**config.mk**
```make
export PLATFORM = sky130hd
export DESIGN_NAME = spi_req_arbiter
export DESIGN_NICKNAME = d
export VERILOG_FILES = /design/src/rtl/spi_arb_pkg.sv /design/src/rtl/spi_arb_timer.sv /design/src/rtl/spi_req_arbiter.sv
export SDC_FILE = /design/constraint.sdc
export NUM_CORES = 1
export LEC_CHECK = 0
export ABC_AREA = 1
export ABC_CLOCK_PERIOD_IN_PS = 3680
export CAP_MARGIN = 20
export CORE_ASPECT_RATIO = 1.75
export CORE_MARGIN = 3
export CORE_UTILIZATION = 47
export CTS_CLUSTER_DIAMETER = 120
export DETAILED_ROUTE_END_ITERATION = 10
export PLACE_DENSITY = 0.86
export SKIP_CTS_REPAIR_TIMING = 1
export SYNTH_ARGS = -nofsm -noshare
export SYNTH_HDL_FRONTEND = slang
export SYNTH_SLANG_ARGS = --single-unit
```
**constraint.sdc**
```tcl
create_clock -name clk -period 3.68 [get_ports clk]
set_input_delay 0.368 -clock clk [delete_from_list [all_inputs] [get_ports clk]]
set_output_delay 0.368 -clock clk [all_outputs]
set_load 0.02 [all_outputs]
```
**src/rtl/spi_arb_pkg.sv**
```systemverilog
// Shared definitions for the two-requester SPI transaction arbiter:
// FSM encoding, default command codes and the default abort limit.
package spi_arb_pkg;

  typedef enum logic [1:0] {
    ST_IDLE     = 2'd0,
    ST_LAUNCH   = 2'd1,
    ST_WAIT_END = 2'd2,
    ST_DONE     = 2'd3
  } arb_state_t;

  localparam logic [7:0]  SPI_CMD_READ    = 8'h00;
  localparam logic [7:0]  SPI_CMD_WRITE   = 8'h69;
  localparam int unsigned SPI_TIMEOUT_DEF = 1024;

  function automatic logic is_legal_cmd(input logic [7:0] cmd,
                                        input logic [7:0] rd_code,
                                        input logic [7:0] wr_code);
    return (cmd == rd_code) || (cmd == wr_code);
  endfunction

endpackage

```
**src/rtl/spi_arb_timer.sv**
```systemverilog
// Per-phase watchdog: cleared when a watched state is entered, counts while
// enabled, and flags expiry on the cycle whose edge brings it to LIMIT-1.
module spi_arb_timer
  import spi_arb_pkg::*;
#(
  parameter int unsigned LIMIT = SPI_TIMEOUT_DEF
)(
  input  logic clk,
  input  logic rst,
  input  logic i_clr,
  input  logic i_en,
  output logic o_expired
);

  logic [15:0] r_cnt;
  logic [15:0] w_cnt_inc;

  assign w_cnt_inc = r_cnt + 16'd1;
  assign o_expired = i_en && (w_cnt_inc == 16'(LIMIT - 1));

  always_ff @(posedge clk or negedge rst) begin
    if (!rst) begin
      r_cnt <= '0;
    end else if (i_clr) begin
      r_cnt <= '0;
    end else if (i_en) begin
      r_cnt <= w_cnt_inc;
    end
  end

endmodule

```
**src/rtl/spi_req_arbiter.sv**
```systemverilog
// Round-robin arbiter granting one of two requesters exclusive use of an SPI
// master, with per-phase timeout abort and illegal-command rejection.
module spi_req_arbiter
  import spi_arb_pkg::*;
#(
  parameter int unsigned TIMEOUT_CYCLES = SPI_TIMEOUT_DEF,
  parameter logic [7:0]  CMD_READ       = SPI_CMD_READ,
  parameter logic [7:0]  CMD_WRITE      = SPI_CMD_WRITE
)(
  input  logic        clk,
  input  logic        rst,
  input  logic        req0_valid,
  input  logic [7:0]  req0_cmd,
  input  logic [23:0] req0_addr,
  input  logic [31:0] req0_data,
  output logic        req0_ready,
  output logic        req0_done,
  output logic        req0_err,
  input  logic        req1_valid,
  input  logic [7:0]  req1_cmd,
  input  logic [23:0] req1_addr,
  input  logic [31:0] req1_data,
  output logic        req1_ready,
  output logic        req1_done,
  output logic        req1_err,
  output logic        spi_enable,
  output logic [7:0]  spi_commands,
  output logic [23:0] spi_address,
  output logic [31:0] spi_data_out,
  input  logic        spi_cs,
  output logic        busy,
  output logic        grant_id
);

  arb_state_t  r_state, w_state_nxt;
  logic        r_rr, w_rr_nxt;
  logic        r_gid, w_gid_nxt;
  logic        r_busy, w_busy_nxt;
  logic        r_en, w_en_nxt;
  logic        r_err_flag, w_err_flag_nxt;
  logic [1:0]  r_rdy, w_rdy_nxt;
  logic [1:0]  r_done, w_done_nxt;
  logic [1:0]  r_err, w_err_nxt;
  logic [7:0]  r_cmd, w_cmd_nxt;
  logic [23:0] r_addr, w_addr_nxt;
  logic [31:0] r_data, w_data_nxt;

  logic        w_win;
  logic [7:0]  w_sel_cmd;
  logic [23:0] w_sel_addr;
  logic [31:0] w_sel_data;
  logic        w_tmr_clr, w_tmr_en, w_tmr_exp;

  // rr only breaks ties; a lone valid wins outright
  assign w_win      = (req0_valid && req1_valid) ? r_rr : req1_valid;
  assign w_sel_cmd  = w_win ? req1_cmd  : req0_cmd;
  assign w_sel_addr = w_win ? req1_addr : req0_addr;
  assign w_sel_data = w_win ? req1_data : req0_data;
  assign w_tmr_en   = (r_state == ST_LAUNCH) || (r_state == ST_WAIT_END);

  spi_arb_timer #(.LIMIT(TIMEOUT_CYCLES)) u_timer (
    .clk       (clk),
    .rst       (rst),
    .i_clr     (w_tmr_clr),
    .i_en      (w_tmr_en),
    .o_expired (w_tmr_exp)
  );

  always_comb begin
    w_state_nxt    = r_state;
    w_rr_nxt       = r_rr;
    w_gid_nxt      = r_gid;
    w_busy_nxt     = r_busy;
    w_en_nxt       = r_en;
    w_err_flag_nxt = r_err_flag;
    w_rdy_nxt      = '0;
    w_done_nxt     = '0;
    w_err_nxt      = '0;
    w_cmd_nxt      = r_cmd;
    w_addr_nxt     = r_addr;
    w_data_nxt     = r_data;
    w_tmr_clr      = 1'b0;
    case (r_state)
      ST_IDLE: begin
        if (req0_valid || req1_valid) begin
          w_gid_nxt        = w_win;
          w_busy_nxt       = 1'b1;
          w_rdy_nxt[w_win] = 1'b1;
          if (is_legal_cmd(w_sel_cmd, CMD_READ, CMD_WRITE)) begin
            w_state_nxt    = ST_LAUNCH;
            w_en_nxt       = 1'b1;
            w_err_flag_nxt = 1'b0;
            w_tmr_clr      = 1'b1;
            w_cmd_nxt      = w_sel_cmd;
            w_addr_nxt     = w_sel_addr;
            w_data_nxt     = w_sel_data;
          end else begin
            w_state_nxt    = ST_DONE;
            w_err_flag_nxt = 1'b1;
          end
        end
      end
      ST_LAUNCH: begin
        if (w_tmr_exp) begin
          w_state_nxt    = ST_DONE;
          w_en_nxt       = 1'b0;
          w_err_flag_nxt = 1'b1;
        end else if (!spi_cs) begin
          w_state_nxt = ST_WAIT_END;
          w_en_nxt    = 1'b0;
          w_tmr_clr   = 1'b1;
        end
      end
      ST_WAIT_END: begin
        if (w_tmr_exp) begin
          w_state_nxt    = ST_DONE;
          w_err_flag_nxt = 1'b1;
        end else if (spi_cs) begin
          w_state_nxt = ST_DONE;
        end
      end
      ST_DONE: begin
        w_done_nxt[r_gid] = 1'b1;
        w_err_nxt[r_gid]  = r_err_flag;
        w_busy_nxt        = 1'b0;
        w_rr_nxt          = ~r_gid;
        w_state_nxt       = ST_IDLE;
      end
      default: w_state_nxt = ST_IDLE;
    endcase
  end

  always_ff @(posedge clk or negedge rst) begin
    if (!rst) begin
      r_state    <= ST_IDLE;
      r_rr       <= 1'b0;
      r_gid      <= 1'b0;
      r_busy     <= 1'b0;
      r_en       <= 1'b0;
      r_err_flag <= 1'b0;
      r_rdy      <= '0;
      r_done     <= '0;
      r_err      <= '0;
      r_cmd      <= '0;
      r_addr     <= '0;
      r_data     <= '0;
    end else begin
      r_state    <= w_state_nxt;
      r_rr       <= w_rr_nxt;
      r_gid      <= w_gid_nxt;
      r_busy     <= w_busy_nxt;
      r_en       <= w_en_nxt;
      r_err_flag <= w_err_flag_nxt;
      r_rdy      <= w_rdy_nxt;
      r_done     <= w_done_nxt;
      r_err      <= w_err_nxt;
      r_cmd      <= w_cmd_nxt;
      r_addr     <= w_addr_nxt;
      r_data     <= w_data_nxt;
    end
  end

  assign req0_ready   = r_rdy[0];
  assign req1_ready   = r_rdy[1];
  assign req0_done    = r_done[0];
  assign req1_done    = r_done[1];
  assign req0_err     = r_err[0];
  assign req1_err     = r_err[1];
  assign spi_enable   = r_en;
  assign spi_commands = r_cmd;
  assign spi_address  = r_addr;
  assign spi_data_out = r_data;
  assign busy         = r_busy;
  assign grant_id     = r_gid;

endmodule

```
After elaboration in Yosys (flattened, before gate mapping)
Index checks and enable logic that the tools add are counted.
- register bits after elaboration: 93
- input bits: 133
- output and inout port bits: 73
- add/sub/neg operators: 1
- $lt $le $gt $ge: 4
- eq/ne operators: 10
- muxes and demuxes: 37
- bitwise gates (word level): 2
- reductions and logical operators: 20
- operators with widths (cell ; number):
    two-way mux 16 bit ; 2
    two-way mux 32 bit ; 1
    two-way mux 24 bit ; 1
    two-way mux 2 bit ; 10
    adder 16 x 1 -> 16 bit, second input constant ; 1
    == test 16 x 10 -> 1 bit, second input constant ; 1
    two-way mux 1 bit ; 15
    AND reduction 3 bit ; 3
    == test 8 x 7 -> 1 bit, second input constant ; 1
    zero test 8 bit ; 1
    two-way mux 8 bit ; 1
    one-hot mux 1 bit (2 select lines) ; 4
    one-hot mux 2 bit (4 select lines) ; 1
    nonzero test 2 bit ; 4
    inequality test 3 x 2 -> 1 bit, second input constant ; 2
    == test 2 bit, second input constant ; 2
    logical AND 1 bit ; 4
    < comparator 1 x 2 -> 1 bit, second input constant ; 2
    inequality test 2 bit, second input constant ; 2
    AND reduction 2 bit ; 2
    AND reduction 4 bit ; 1
    logical OR 1 bit ; 3
    bitwise AND 2 bit ; 1
    demux 1 bit (select 1 bit) ; 2
    other kinds (6) ; 7

Depth between registers and ports, before layout
- word-level depth: 9
- gate-level depth with buffers: 14

By module
Synthesis repeated with hierarchy kept, for this count alone.
- cells, all modules: 602
- area, all modules: 4969.8 um^2
- modules (own cells, without submodules) (module ; instances ; cells each ; area an instance (um^2)):
    spi_req_arbiter ; 1 ; 458 ; 3960.0
    spi_arb_timer ; 1 ; 144 ; 1009.7

Worst setup path after synthesis
No wires, ideal clock.
- kind: register to register
- start point: reg u_timer.r_cnt[1]
- end point: reg r_state[1]
- setup time: 121 ps
- arrival: 1743 ps
- slack: 1816 ps
- cell stages (with the launch flop): 13
- buffers on the path: 0
- period minus slack after synthesis: 1864 ps
- cells stage by stage: dfrtp_1 -> ha_1 -> nand3_2 -> nor2_4 -> nor2_1 -> nor2_2 -> nand3_1 -> nor2_2 -> nand3_2 -> a21oi_2 -> nand2_1 -> nand2_1 -> o21ai_1
- cells in the longest elaborated chain, start to end: 5
- ends and longest elaborated chain (what ; line ; text):
    from (decl) ; spi_arb_timer.sv:15 ; logic [15:0] r_cnt;
    from (signal assigned) ; spi_arb_timer.sv:27 ; r_cnt <= w_cnt_inc;
    adder 16 x 1 -> 16 bit (*) ; spi_arb_timer.sv:18 ; assign w_cnt_inc = r_cnt + 16'd1;
    == test 16 x 10 -> 1 bit (*) ; spi_arb_timer.sv:19 ; assign o_expired = i_en && (w_cnt_inc == 16'(LIMIT - 1));
    logical AND 1 bit (*) ; spi_arb_timer.sv:19 ;
    two-way mux 2 bit, or another cell as far along ; spi_req_arbiter.sv:115 ; if (w_tmr_exp) begin
    one-hot mux 2 bit (4 select lines) or AND reduction 3 bit (tied branches) ; n/a ;
    to (signal assigned) ; spi_req_arbiter.sv:148 ; r_state <= w_state_nxt;
    to (decl) ; spi_req_arbiter.sv:35 ; arb_state_t r_state, w_state_nxt;
Mark *: on every way between the ends. The rest lies on a longest branch, timed or not.
A chain may end at the register's enable or synchronous reset.

Final worst setup path
- start point: in req0_valid
- end point: reg r_data[13], in the netlist spi_data_out[13]
- cells in the longest elaborated chain, start to end: 6
- ends and longest elaborated chain (what ; line ; text):
    from (decl) ; spi_req_arbiter.sv:12 ; input logic req0_valid,
    logical AND 1 bit ; spi_req_arbiter.sv:55 ; assign w_win = (req0_valid && req1_valid) ? r_rr : req1_valid;
    two-way mux 1 bit ; spi_req_arbiter.sv:55 ;
    two-way mux 8 bit ; spi_req_arbiter.sv:56 ; assign w_sel_cmd = w_win ? req1_cmd : req0_cmd;
    == test 8 x 7 -> 1 bit or zero test 8 bit (tied branches) ; spi_arb_pkg.sv:19 ; return (cmd == rd_code) || (cmd == wr_code);
    logical OR 1 bit ; spi_arb_pkg.sv:19 ;
    AND reduction 3 bit (no source line) ; n/a ;
    to (signal assigned) ; spi_req_arbiter.sv:159 ; r_data <= w_data_nxt;
    to (decl) ; spi_req_arbiter.sv:46 ; logic [31:0] r_data, w_data_nxt;
Several ways; a longest one is shown, not always the timed one.

==> results.sh <==
export IMPL_outcome="finished clean"
export IMPL_grt_pass1_wl_um=25600
export IMPL_ys_flop_type="dfrtp_1"
export IMPL_place_ws_ps=449
export IMPL_max_cap_violations=0
export IMPL_grt_ovfl_total=0
export IMPL_grt_max_degree=81
export IMPL_intPower_w=0.00306
export IMPL_antenna_cells=0
export IMPL_synth_top_cell_area_share=0.471
export IMPL_startpoint_type="primary input"
export IMPL_detail_route_wl_per_cell_um=17.4
export IMPL_cts_tree="yes"
export IMPL_clk_pin_slew_worst_paths_ps=70
export IMPL_cts_htree_levels=3
export IMPL_cts_sinks=93
export IMPL_synthToLayoutAreaGrowth_pct=49.7
export IMPL_drcViolationCount=0
export IMPL_vias=5121
export IMPL_setup_violations=0
export IMPL_r2r_start="r_rr"
export IMPL_leakagePower_nw=3.29
export IMPL_critPathSlowestCell="clkdlybuf4s50_1"
export IMPL_hp_class="in -> async"
export IMPL_root_buffer="clkbuf_16"
export IMPL_core_area_um2=10100
export IMPL_synth_seq_cells=93
export IMPL_power_frac_clock=0.220
export IMPL_vias_per_cell=5.57
export IMPL_yosysMostFrequentCell="nand2_1"
export IMPL_max_freq_ghz=0.340
export IMPL_yosys_area_top_type="dfrtp_1"
export IMPL_antenna_found_initial=0
export IMPL_arrival_ps=3170
export IMPL_layout_drive_gt1_share=0.0793
export IMPL_finalNetCount=928
export IMPL_max_stage_delay_ps=460
export IMPL_grt_pass1_vias=5178
export IMPL_firstDrtPassIters=5
export IMPL_avgSynthCellArea_um2=8.19
export IMPL_hpwl_um=11900
export IMPL_ctsLongestPathBuffers=2
export IMPL_tns_ps=0
export IMPL_start_util=0.490
export IMPL_io_pin_count=206
export IMPL_critPathTopFamily="simple AND/OR/NAND/NOR gates"
export IMPL_ys_top_cells_by_area="dfrtp_1 47%, nand2_1 11%, o31ai_1 7.0%"
export IMPL_seq_area_frac_synth=0.471
export IMPL_comb_power_share=0.450
export IMPL_fp_dieW_um=83.5
export IMPL_fin_worst_skew_ps=7.09
export IMPL_post_route_util=0.733
export IMPL_p_sw_w=0.00194
export IMPL_end_kind="flop"
export IMPL_peakVddDrop_v=0.000411
export IMPL_r2r_cells=9
export IMPL_hold_viol=0
export IMPL_route_antenna_remaining_nets=0
export IMPL_p_seq_frac=0.330
export IMPL_synthCells=603
export IMPL_rrSetupSlack_ps=870
export IMPL_ys_warnings_count=0
export IMPL_die_h_um=142
export IMPL_syn_num_nets=742
export IMPL_rsz0062_at_grt="no"
export IMPL_die_area_um2=11800
export IMPL_worstPathRequired_ps=3910
export IMPL_timing_final_max_slew_violations=0
export IMPL_tightest_slew_ps=558
export IMPL_slew_headroom=0.628
export IMPL_drt_total_wl_um=16000
export IMPL_grt_total_usage=0.270
export IMPL_syn_area_um2=4940
export IMPL_netSwitchingFraction=0.388
export IMPL_numCtsBuffers=9
export IMPL_critPathMaxFanout=80
export IMPL_cp_num_buf_inv=2
export IMPL_synthTopCellsByCount="144 x nand2_1, 93 x dfrtp_1, 78 x nor2_1"
export IMPL_async_reset_ff_frac=1.00
export IMPL_yosysUniqueCellTypes=33
export IMPL_port_buffers=205
export IMPL_gp_congestion=0.869
export IMPL_min_period_over_period=0.799
export IMPL_crit_type="in -> reg"
export IMPL_path_cells="clkdlybuf4s50_1 > nand2_4 > nand2_2 > o21ai_0 > nand3_1 > nand2_1 > nand3_4 > buf_12 > o31ai_1"
export IMPL_initialDrtViolationCount=402
export IMPL_insertion_delay_ps=340
export IMPL_worst_slack_ps=740
export IMPL_worstReg2RegEnd="spi_data_out[13]"
export IMPL_synth_edf_count=0
export IMPL_fin_crit_ps=2940
export IMPL_p_per_area_nw_per_um2=676
export IMPL_rows=48
[sequential cells by signal, summed over array words and instances, names as in the netlist, 2 cells and up]
register,count
r_done,2
r_err,2
r_rdy,2
r_state,2
spi_address,24
spi_commands,8
spi_data_out,32
u_timer.r_cnt,16
[cell usage in the layout, fill, tap and decap left out, types with 2 or more instances in the layout]
cell type	synthesis	layout
a21oi_1	63	63
a21oi_4	2	2
buf_4	2	6
bufinv_16	0	3
clkbuf_16	0	9
clkbuf_8	0	2
clkdlybuf4s50_1	0	203
dfrtp_1	93	93
ha_1	6	6
inv_1	33	33
nand2_1	144	144
nand2_2	3	3
nand2_4	2	2
nand3_1	25	25
nand3_2	4	4
nand3b_1	2	2
nand4_1	10	10
nor2_1	78	78
nor2_2	12	12
nor2_4	2	2
o21a_1	5	5
o21ai_0	16	16
o31ai_1	46	46
o31ai_2	10	10
xor2_1	2	2
[logic make-up after synthesis]
kind of cell	after synthesis	share of synthesized area
adder cells (fa/ha/maj)	6	0.0152
AO/OA/AOI/OAI	146	0.195
buffers and inverters	72	0.0648
flip-flops	93	0.471
XOR/XNOR	2	0.00355
AND/OR/NAND/NOR	284	0.250
[metrics by stage]
step	std cells	hold WS [ps]	area (µm²)	total power, W
after floorplan	603	72.4	4940	0.00294
after global placement	902	459	7010	0.00380
after detailed placement	903	392	7040	0.00390
after CTS	919	27.2	7400	0.00502
after global routing	919	46.9	7400	0.00529
final	919	11.8	7400	0.00500
[layout make-up]
cell class	instances	area, µm²
Inverter	35	131
Clock inverter	5	106
Fill cell	749	2690
Multi-Input combinational cell	438	2290
Tap cell	125	156
Clock buffer	11	253
Sequential cell	93	2330
Timing Repair Buffer	212	2130
[how the worst max path moves through the flow]
stage	from	endpoint	slack, ps	cells past startpoint
6_report	req0_valid	spi_data_out[13]	740	9
5_1_grt	req0_valid	spi_data_out[13]	480	11
3_3_place_gp	req0_valid	spi_data_out[8]	620	9
3_5_place_dp	req0_valid	spi_address[0]	450	9
4_1_cts	req0_valid	spi_address[6]	790	9
2_1_floorplan	u_timer.r_cnt[1]	r_state[1]	1820	12
[worst reg2reg max path: stages, from the launching register on]
cell,delay [ps]
dfrtp_1,320
inv_1,70
nand2_4,250
nand2_2,310
o21ai_0,390
nand3_1,120
nand2_1,140
nand3_4,380
buf_12,400
o31ai_1,310
[routing by layer]
layer,up-vias,global-route usage,part of all wire
met5,-,0,0
met4,0,0.121,0.038
met3,43,0.0703,0.072
met2,225,0.505,0.55
met1,2455,0.279,0.34
li1,2398,-,-
[power groups by stage]
stage	registers (W)	logic (W)	clock network, W
after floorplan	0.00190	0.00104	0
after global placement	0.00164	0.00216	0
after detailed placement	0.00166	0.00225	0
after CTS	0.00165	0.00227	0.00111
after global routing	0.00169	0.00245	0.00115
final	0.00165	0.00225	0.00110
Power figures use the tool's default switching activity.
